**src/rtl/alu_op_sequencer.sv**
```systemverilog
// alu_op_sequencer
// ----------------
// Upstream sequencer for a 4-bit load-register ALU. It accepts one complete
// operation (a, b, opcode) over a valid/ready request handshake. It then loads
// operand A and operand B over the ALU's shared din bus, using ldA and then
// ldB. It holds control steady while the ALU settles, captures the result and
// flags, and returns them over a valid/ready response handshake. Only one
// operation is in flight at a time.
//
// Ports:
//   clk, rst_n               clock; synchronous active-low reset
//   req_valid/req_ready      request handshake; req_a, req_b, req_op payload
//   ldA, ldB, din, control   ALU load strobes, shared operand bus, opcode
//   alu_out/cout/zero/ovf    ALU result and flags
//   rsp_valid/rsp_ready      response handshake; rsp_result/cout/zero/ovf payload
//   busy                     high whenever the sequencer is not idle
//   op_count                 completed responses, wraps

module alu_op_sequencer #(
    parameter int unsigned WIDTH         = 4,
    parameter int unsigned SETTLE_CYCLES = 1,  // legal range 1..15
    parameter int unsigned CNT_WIDTH     = 8
) (
    input  logic                 clk,
    input  logic                 rst_n,
    input  logic                 req_valid,
    output logic                 req_ready,
    input  logic [WIDTH-1:0]     req_a,
    input  logic [WIDTH-1:0]     req_b,
    input  logic [2:0]           req_op,
    output logic                 ldA,
    output logic                 ldB,
    output logic [WIDTH-1:0]     din,
    output logic [2:0]           control,
    input  logic [WIDTH-1:0]     alu_out,
    input  logic                 alu_cout,
    input  logic                 alu_zero,
    input  logic                 alu_ovf,
    output logic                 rsp_valid,
    input  logic                 rsp_ready,
    output logic [WIDTH-1:0]     rsp_result,
    output logic                 rsp_cout,
    output logic                 rsp_zero,
    output logic                 rsp_ovf,
    output logic                 busy,
    output logic [CNT_WIDTH-1:0] op_count
);

    typedef enum logic [2:0] {
        StIdle,
        StLoadA,
        StLoadB,
        StExec,
        StResp
    } state_e;

    localparam logic [3:0] SettleInit = 4'(SETTLE_CYCLES - 1);

    state_e                state_q, state_d;
    logic [WIDTH-1:0]      b_q, b_d;
    logic [WIDTH-1:0]      din_q, din_d;
    logic [2:0]            ctl_q, ctl_d;
    logic [3:0]            settle_q, settle_d;
    logic [WIDTH-1:0]      res_q, res_d;
    logic                  cout_q, cout_d;
    logic                  zero_q, zero_d;
    logic                  ovf_q, ovf_d;
    logic [CNT_WIDTH-1:0]  cnt_q, cnt_d;

    always_ff @(posedge clk) begin
        if (!rst_n) begin
            state_q  <= StIdle;
            b_q      <= '0;
            din_q    <= '0;
            ctl_q    <= '0;
            settle_q <= '0;
            res_q    <= '0;
            cout_q   <= 1'b0;
            zero_q   <= 1'b0;
            ovf_q    <= 1'b0;
            cnt_q    <= '0;
        end else begin
            state_q  <= state_d;
            b_q      <= b_d;
            din_q    <= din_d;
            ctl_q    <= ctl_d;
            settle_q <= settle_d;
            res_q    <= res_d;
            cout_q   <= cout_d;
            zero_q   <= zero_d;
            ovf_q    <= ovf_d;
            cnt_q    <= cnt_d;
        end
    end

    always_comb begin
        state_d  = state_q;
        b_d      = b_q;
        din_d    = din_q;
        ctl_d    = ctl_q;
        settle_d = settle_q;
        res_d    = res_q;
        cout_d   = cout_q;
        zero_d   = zero_q;
        ovf_d    = ovf_q;
        cnt_d    = cnt_q;

        case (state_q)
            StIdle: begin
                // Operand A goes straight onto the bus register so it is
                // already presented during the ldA cycle; B waits in b_q.
                if (req_valid) begin
                    din_d   = req_a;
                    b_d     = req_b;
                    ctl_d   = req_op;
                    state_d = StLoadA;
                end
            end
            StLoadA: begin
                din_d   = b_q;
                state_d = StLoadB;
            end
            StLoadB: begin
                settle_d = SettleInit;
                state_d  = StExec;
            end
            StExec: begin
                if (settle_q == 4'd0) begin
                    res_d   = alu_out;
                    cout_d  = alu_cout;
                    zero_d  = alu_zero;
                    ovf_d   = alu_ovf;
                    state_d = StResp;
                end else begin
                    settle_d = settle_q - 4'd1;
                end
            end
            StResp: begin
                if (rsp_ready) begin
                    cnt_d   = cnt_q + 1'b1;
                    state_d = StIdle;
                end
            end
            default: state_d = StIdle;
        endcase
    end

    // Handshake and strobe outputs are pure state decodes.
    assign req_ready  = (state_q == StIdle);
    assign ldA        = (state_q == StLoadA);
    assign ldB        = (state_q == StLoadB);
    assign rsp_valid  = (state_q == StResp);
    assign busy       = (state_q != StIdle);

    assign din        = din_q;
    assign control    = ctl_q;
    assign rsp_result = res_q;
    assign rsp_cout   = cout_q;
    assign rsp_zero   = zero_q;
    assign rsp_ovf    = ovf_q;
    assign op_count   = cnt_q;

endmodule

```
**config.mk**
```make
export PLATFORM = sky130hd
export DESIGN_NAME = alu_op_sequencer
export DESIGN_NICKNAME = d
export VERILOG_FILES = /design/src/rtl/alu_op_sequencer.sv
export SDC_FILE = /design/constraint.sdc
export NUM_CORES = 1
export LEC_CHECK = 0
export CORE_MARGIN = 1
export CORE_UTILIZATION = 46
export DETAILED_ROUTE_END_ITERATION = 12
export GPL_TIMING_DRIVEN = 0
export PLACE_DENSITY_LB_ADDON = 0.05
export SYNTH_ARGS = -nofsm -noshare
export SYNTH_HDL_FRONTEND = slang
export SYNTH_SLANG_ARGS = --single-unit
```
**constraint.sdc**
```tcl
create_clock -name clk -period 1.6 [get_ports clk]
set_input_delay 0.16 -clock clk [delete_from_list [all_inputs] [get_ports clk]]
set_output_delay 0.16 -clock clk [all_outputs]
set_load 0.005 [all_outputs]
```
# Word-level counts from Yosys, hierarchy flattened
# Index checks and enable logic that the tools add are counted.
# word_totals
ff_bits	33
in_bits	22
# classes
addsub	2
eq_ne	8
muxes	8
n_reduce_logical	11
# ops
operator	count
case mux 4 bit (2 select lines)	2
case mux 3 bit (5 select lines)	1
AND reduction 2 bit	5
two-way mux 3 bit	3
adder 8 x 1 -> 8 bit, second input constant	1
two-way mux 4 bit	2
== test 3 x 2 -> 1 bit, second input constant	2
inequality test 2 bit, second input constant	3
logical NOT 4 bit	1
nonzero test 2 bit	2
subtractor 4 x 1 -> 4 bit, second input constant	1
== test 3 x 1 -> 1 bit, second input constant	1
== test 3 bit, second input constant	1
logical NOT 3 bit	1
AND reduction 3 bit	1
nonzero test 3 bit	1
inequality test 2 x 1 -> 1 bit, second input constant	1

# Depth between registers and ports, before layout
# Gate-level depths: netlist of run 1.
# depth
depth_word	3
depth_mapped	6
depth_no_buf	5

# Worst setup path after synthesis of run 1
# Ideal clock, no wire load.
# synth_timing
path_type	reg2reg
startpoint	register settle_q[0]
endpoint	register settle_q[2]
t_arrival_ps	1385
required_ps	1529
slack_ps	145
stages_incl_launch_ff	6
path_buffers	0
cell_sequence	dfxtp_1 > inv_1 > ha_1 > nor3b_1 > or4_1 > a21oi_1
# synth_via
elab_chain_cells	3
word_cells_on_any_way	6
classes_between	1 x add/sub; 1 x eq/ne; 2 x mux; 2 x reduce/logical
# synth_lines
element	line_no	text
start: declaration	63	logic [3:0] settle_q, settle_d;
start signal: assignment	87	settle_q <= settle_d;
subtractor 4 x 1 -> 4 bit or logical NOT 4 bit (tied branches)	135, 128	
two-way mux 4 bit or inequality test 2 bit (tied branches)	--	
case mux 4 bit (2 select lines) or AND reduction 2 bit (tied branches)	--	
# Several ways; a longest one is shown, not always the timed one. The select of a mux whose other input is x is not followed.
# A chain may end at the register's enable or synchronous reset.

# Worst setup path after layout of run 1
# Ends and elaborated chain as after synthesis.

==> results of run 1 <==
## layout make-up
cell class                      instances  share of cell area, %
Inverter                                8                   1.44
Timing Repair Buffer                   51                   21.6
Multi-Input combinational cell        125                   37.5
Tap cell                               44                   2.44
Buffer                                 12                   4.27
Sequential cell                        33                   29.7
Clock buffer                            7                   2.89
Clock inverter                          1                  0.222
## per-stage QoR
step,setup TNS [ns],util [%],worst slack (ns)
2_1_floorplan,0,-,0.145
3_3_place_gp,-0.391,66.7,-0.200
3_5_place_dp,-0.729,66.7,-0.194
4_1_cts,-0.0600,71.5,-0.0600
5_1_grt,0,72.1,0.000988
6_report,0,72.1,0.0668
## worst min-delay path by stage
stage	to	slack, ns	cells after the start
after floorplan	din[3]	0.30	2
after global placement	rsp_result[2]	0.46	2
after detailed placement	op_count[7]	0.47	2
after CTS	din[3]	0.25	3
after global routing	din[3]	0.32	3
final	din[3]	0.27	3
## worst max-delay path, stage by stage, from the launching register on
cell     delay, ns
dfxtp_2       0.36
inv_1         0.06
ha_1          0.24
nor3b_4       0.19
or4_1         0.48
a21oi_1       0.14
## power groups by stage
stage          Clock [uW]  Sequential [uW]  Combinational [uW]
3_5_place_dp            0              903                 336
5_1_grt               594              891                 394
6_report              530              886                 363
2_1_floorplan           0              899                 175
4_1_cts               545              885                 359
3_3_place_gp            0              900                 327
## synthesized netlist by cell type (all sizes together), types with 2 or more instances
master  instances  area (um2)
buf             6        45.0
ha              3        37.5
o31ai           3        22.5
inv             8        30.0
dfxtp          33         661
nand3b          2        15.0
or4             4        30.0
nor2b           2        12.5
o21ai          18        90.1
o22ai           4        25.0
nor4b           4        35.0
a31oi           2        12.5
nand2b          2        12.5
or3             5        31.3
nand2           6        22.5
mux2i           8        80.1
nand3          10        50.1
clkbuf          6        23.8
a21oi          18        90.1
nor3b           6        56.3
a211oi          2        15.0
nor2           15        56.3
or3b            2        17.5
## layer usage
| layer | up-vias | part of all wire, % | global-route usage, % |
|---|---|---|---|
| li1 | 761 | - | - |
| met1 | 711 | 43 | 26.9 |
| met2 | 46 | 50 | 39.9 |
| met3 | 8 | 5.4 | 6.71 |
| met4 | 0 | 1.8 | 7.97 |
| met5 | - | 0 | 0 |
## registers in the layout (all words and copies together) (netlist names)
signal and flops:
op_count 8, b_q 4, din 4, rsp_result 4, settle_q 4, control 3
state_q 3, rsp_cout 1, rsp_ovf 1, rsp_zero 1
## logic make-up (layout without fill, tap and decap cells)
family	after synthesis	count (layout)	share of synthesized area, %
and+or+nand+nor	65	65	26.4
AOI/OAI and AO/OA	48	48	16.9
DFF	33	33	42.3
buffers and inverters	20	79	6.33
muxes	8	8	5.13
adders and majority gates	3	3	2.40
xor gates and xnor gates	1	1	0.561
## timing repair
action / in CTS / in global routing
hold endpoints to repair: 0 / 0
buffers inserted: 3 / 1
setup endpoints to repair: 9 / 10
hold buffers: 0 / 0
resized for setup: 26 / 11
pin swaps: 2 / 0
==> impl_results.md, run 1 <==
- Post-Syn Instances: between 150 and 200
- Area of the multi-input gates: roughly 840 um2
- Internal reg-to-reg setup slack: 0.07 ns
- CTS sink cnt: 33
- Seq/Total Area, Yosys: 42.3%
- Hold crit path type: primary input to register
- Internal: 1320 uW
- Most common cell after layout, fill and taps aside: clkdlybuf4s50_1
- Slew Limit Fails: 0
- Sw power: 463 uW
- Drt wl/cell: 13.9 um
- Post-synth EDFFs: 0
- Worst flop-to-flop path endpoint: settle_q[2]
- Routed via count: 1,526
- Primary FF master, synth: dfxtp_1
- Placement Cell Area: 2090 um2
- Crit-path max FO: 7
- Net Sw Frac: roughly a quarter
- Chip width: around 60 um
- Arrival @ worst endpoint: 1.80 ns
- CTS max path bufs: 2
- Design Power: 1780 uW
- Final setup fails: 0
- Post-synth cell types: 36
- Critical path capture point type: register
- First-pass GRT wire length: 6.17 mm
- Worst Tran Pin Value: around 0.5 ns
- Root Buffer: clkbuf_4
- Fin area: 2250 um2
- Crit Path Class: register to register
- Async S/R FF share, synth: 0%
- Proportion of layout cells with a drive suffix above 1: 16.0%
- Gate power share: 20.4%
- Worst VDD drop: between 0.0005 and 0.0006 V
- Most frequent cells in the layout: clkdlybuf4s50_1 (42), dfxtp_1 (28), o21ai_0 (18), a21oi_1 (18), nor2_1 (13)
- GP Congestion: roughly 0.75
- Pre-Repair DR Iteration Count: 4
- RR Startpoint: settle_q[0]
- Placed cell count: 269
- Slew headroom: 66.5%
- Clk_skew: ~0.0028 ns
- GRT overflow: 0
- RSZ-0062 raised after global routing: false
- Pwr dens: just under 800 nW/um2
- Core Rows: 20
- Ys Warns: 0
- Register area: ~670 um2
- I/O pins: 49
- Vias/cell: 5.43
- Largest net degree at the start of global routing: 11
- CTS tree: built
- Sequential Power Share: roughly 50%
- Dpl hpwl: roughly 2.7 mm
- N_diodes: 0
- Flip-flop and latch count after synthesis: 33
- Clock-pin slew on the worst setup and hold paths: 0.10 ns
- Fmax: 652 MHz
- Startpoint types: register
- Hold WS: 0.266 ns
- CP required: 1.87 ns
- H-tree Lvls: 2
- Antenna-violating nets left: 0
- Tcrit/Tclk final: between 90% and 100%
- Core ar.: 3130 um2
- Layout area overhead: 44.4%
- Fin. Hold Viols: 0
- Post-synth net total: 203
- Drt initial violations: 60
- Vias in the first global route: 1,395
- Initial antenna violation count: 0
- Post-Syn Area: between 1500 and 2000 um2
- Initial Utilization: 49.9%
- Status: completed
- Die height: around 60 um
- Total CTS buffers: 5
- R2R depth: 5
- Crit path capture: settle_q[2]
- Maxcap violations: 0
- Drt total wl: 3.90 mm
- Non-Filler Instances: approximately 280
- Critical path origin: settle_q[0]
- Leakage Power: 0.000808 uW
- Synthesized area per cell: 8.77 um2
- Global Route Usage Sum: 23.1%
- Fillcell total: approximately 250
- Hold path startpoint: req_valid
- Port-buffer cells: 47
- DRC errors left: 0
- Clock Power Share: 29.8%
- Nets@finish: around 260
- Clk_lat worst skew: approximately 0.33 ns
- Total die area: 3630 um2
- Post-layout min period: 1.53 ns
Note: power is estimated with default switching activity, not from simulation.
==> run 2: changes to the inputs <==
--- a/config.mk
+++ b/config.mk
@@ -5,6 +5,7 @@
 export SDC_FILE = /design/constraint.sdc
 export NUM_CORES = 1
 export LEC_CHECK = 0
+export CAP_MARGIN = 20
 export CORE_MARGIN = 1
 export CORE_UTILIZATION = 46
 export DETAILED_ROUTE_END_ITERATION = 12
==> results of run 2 <==
No change in the layout: final DEF, timing and power equal those of run 1.
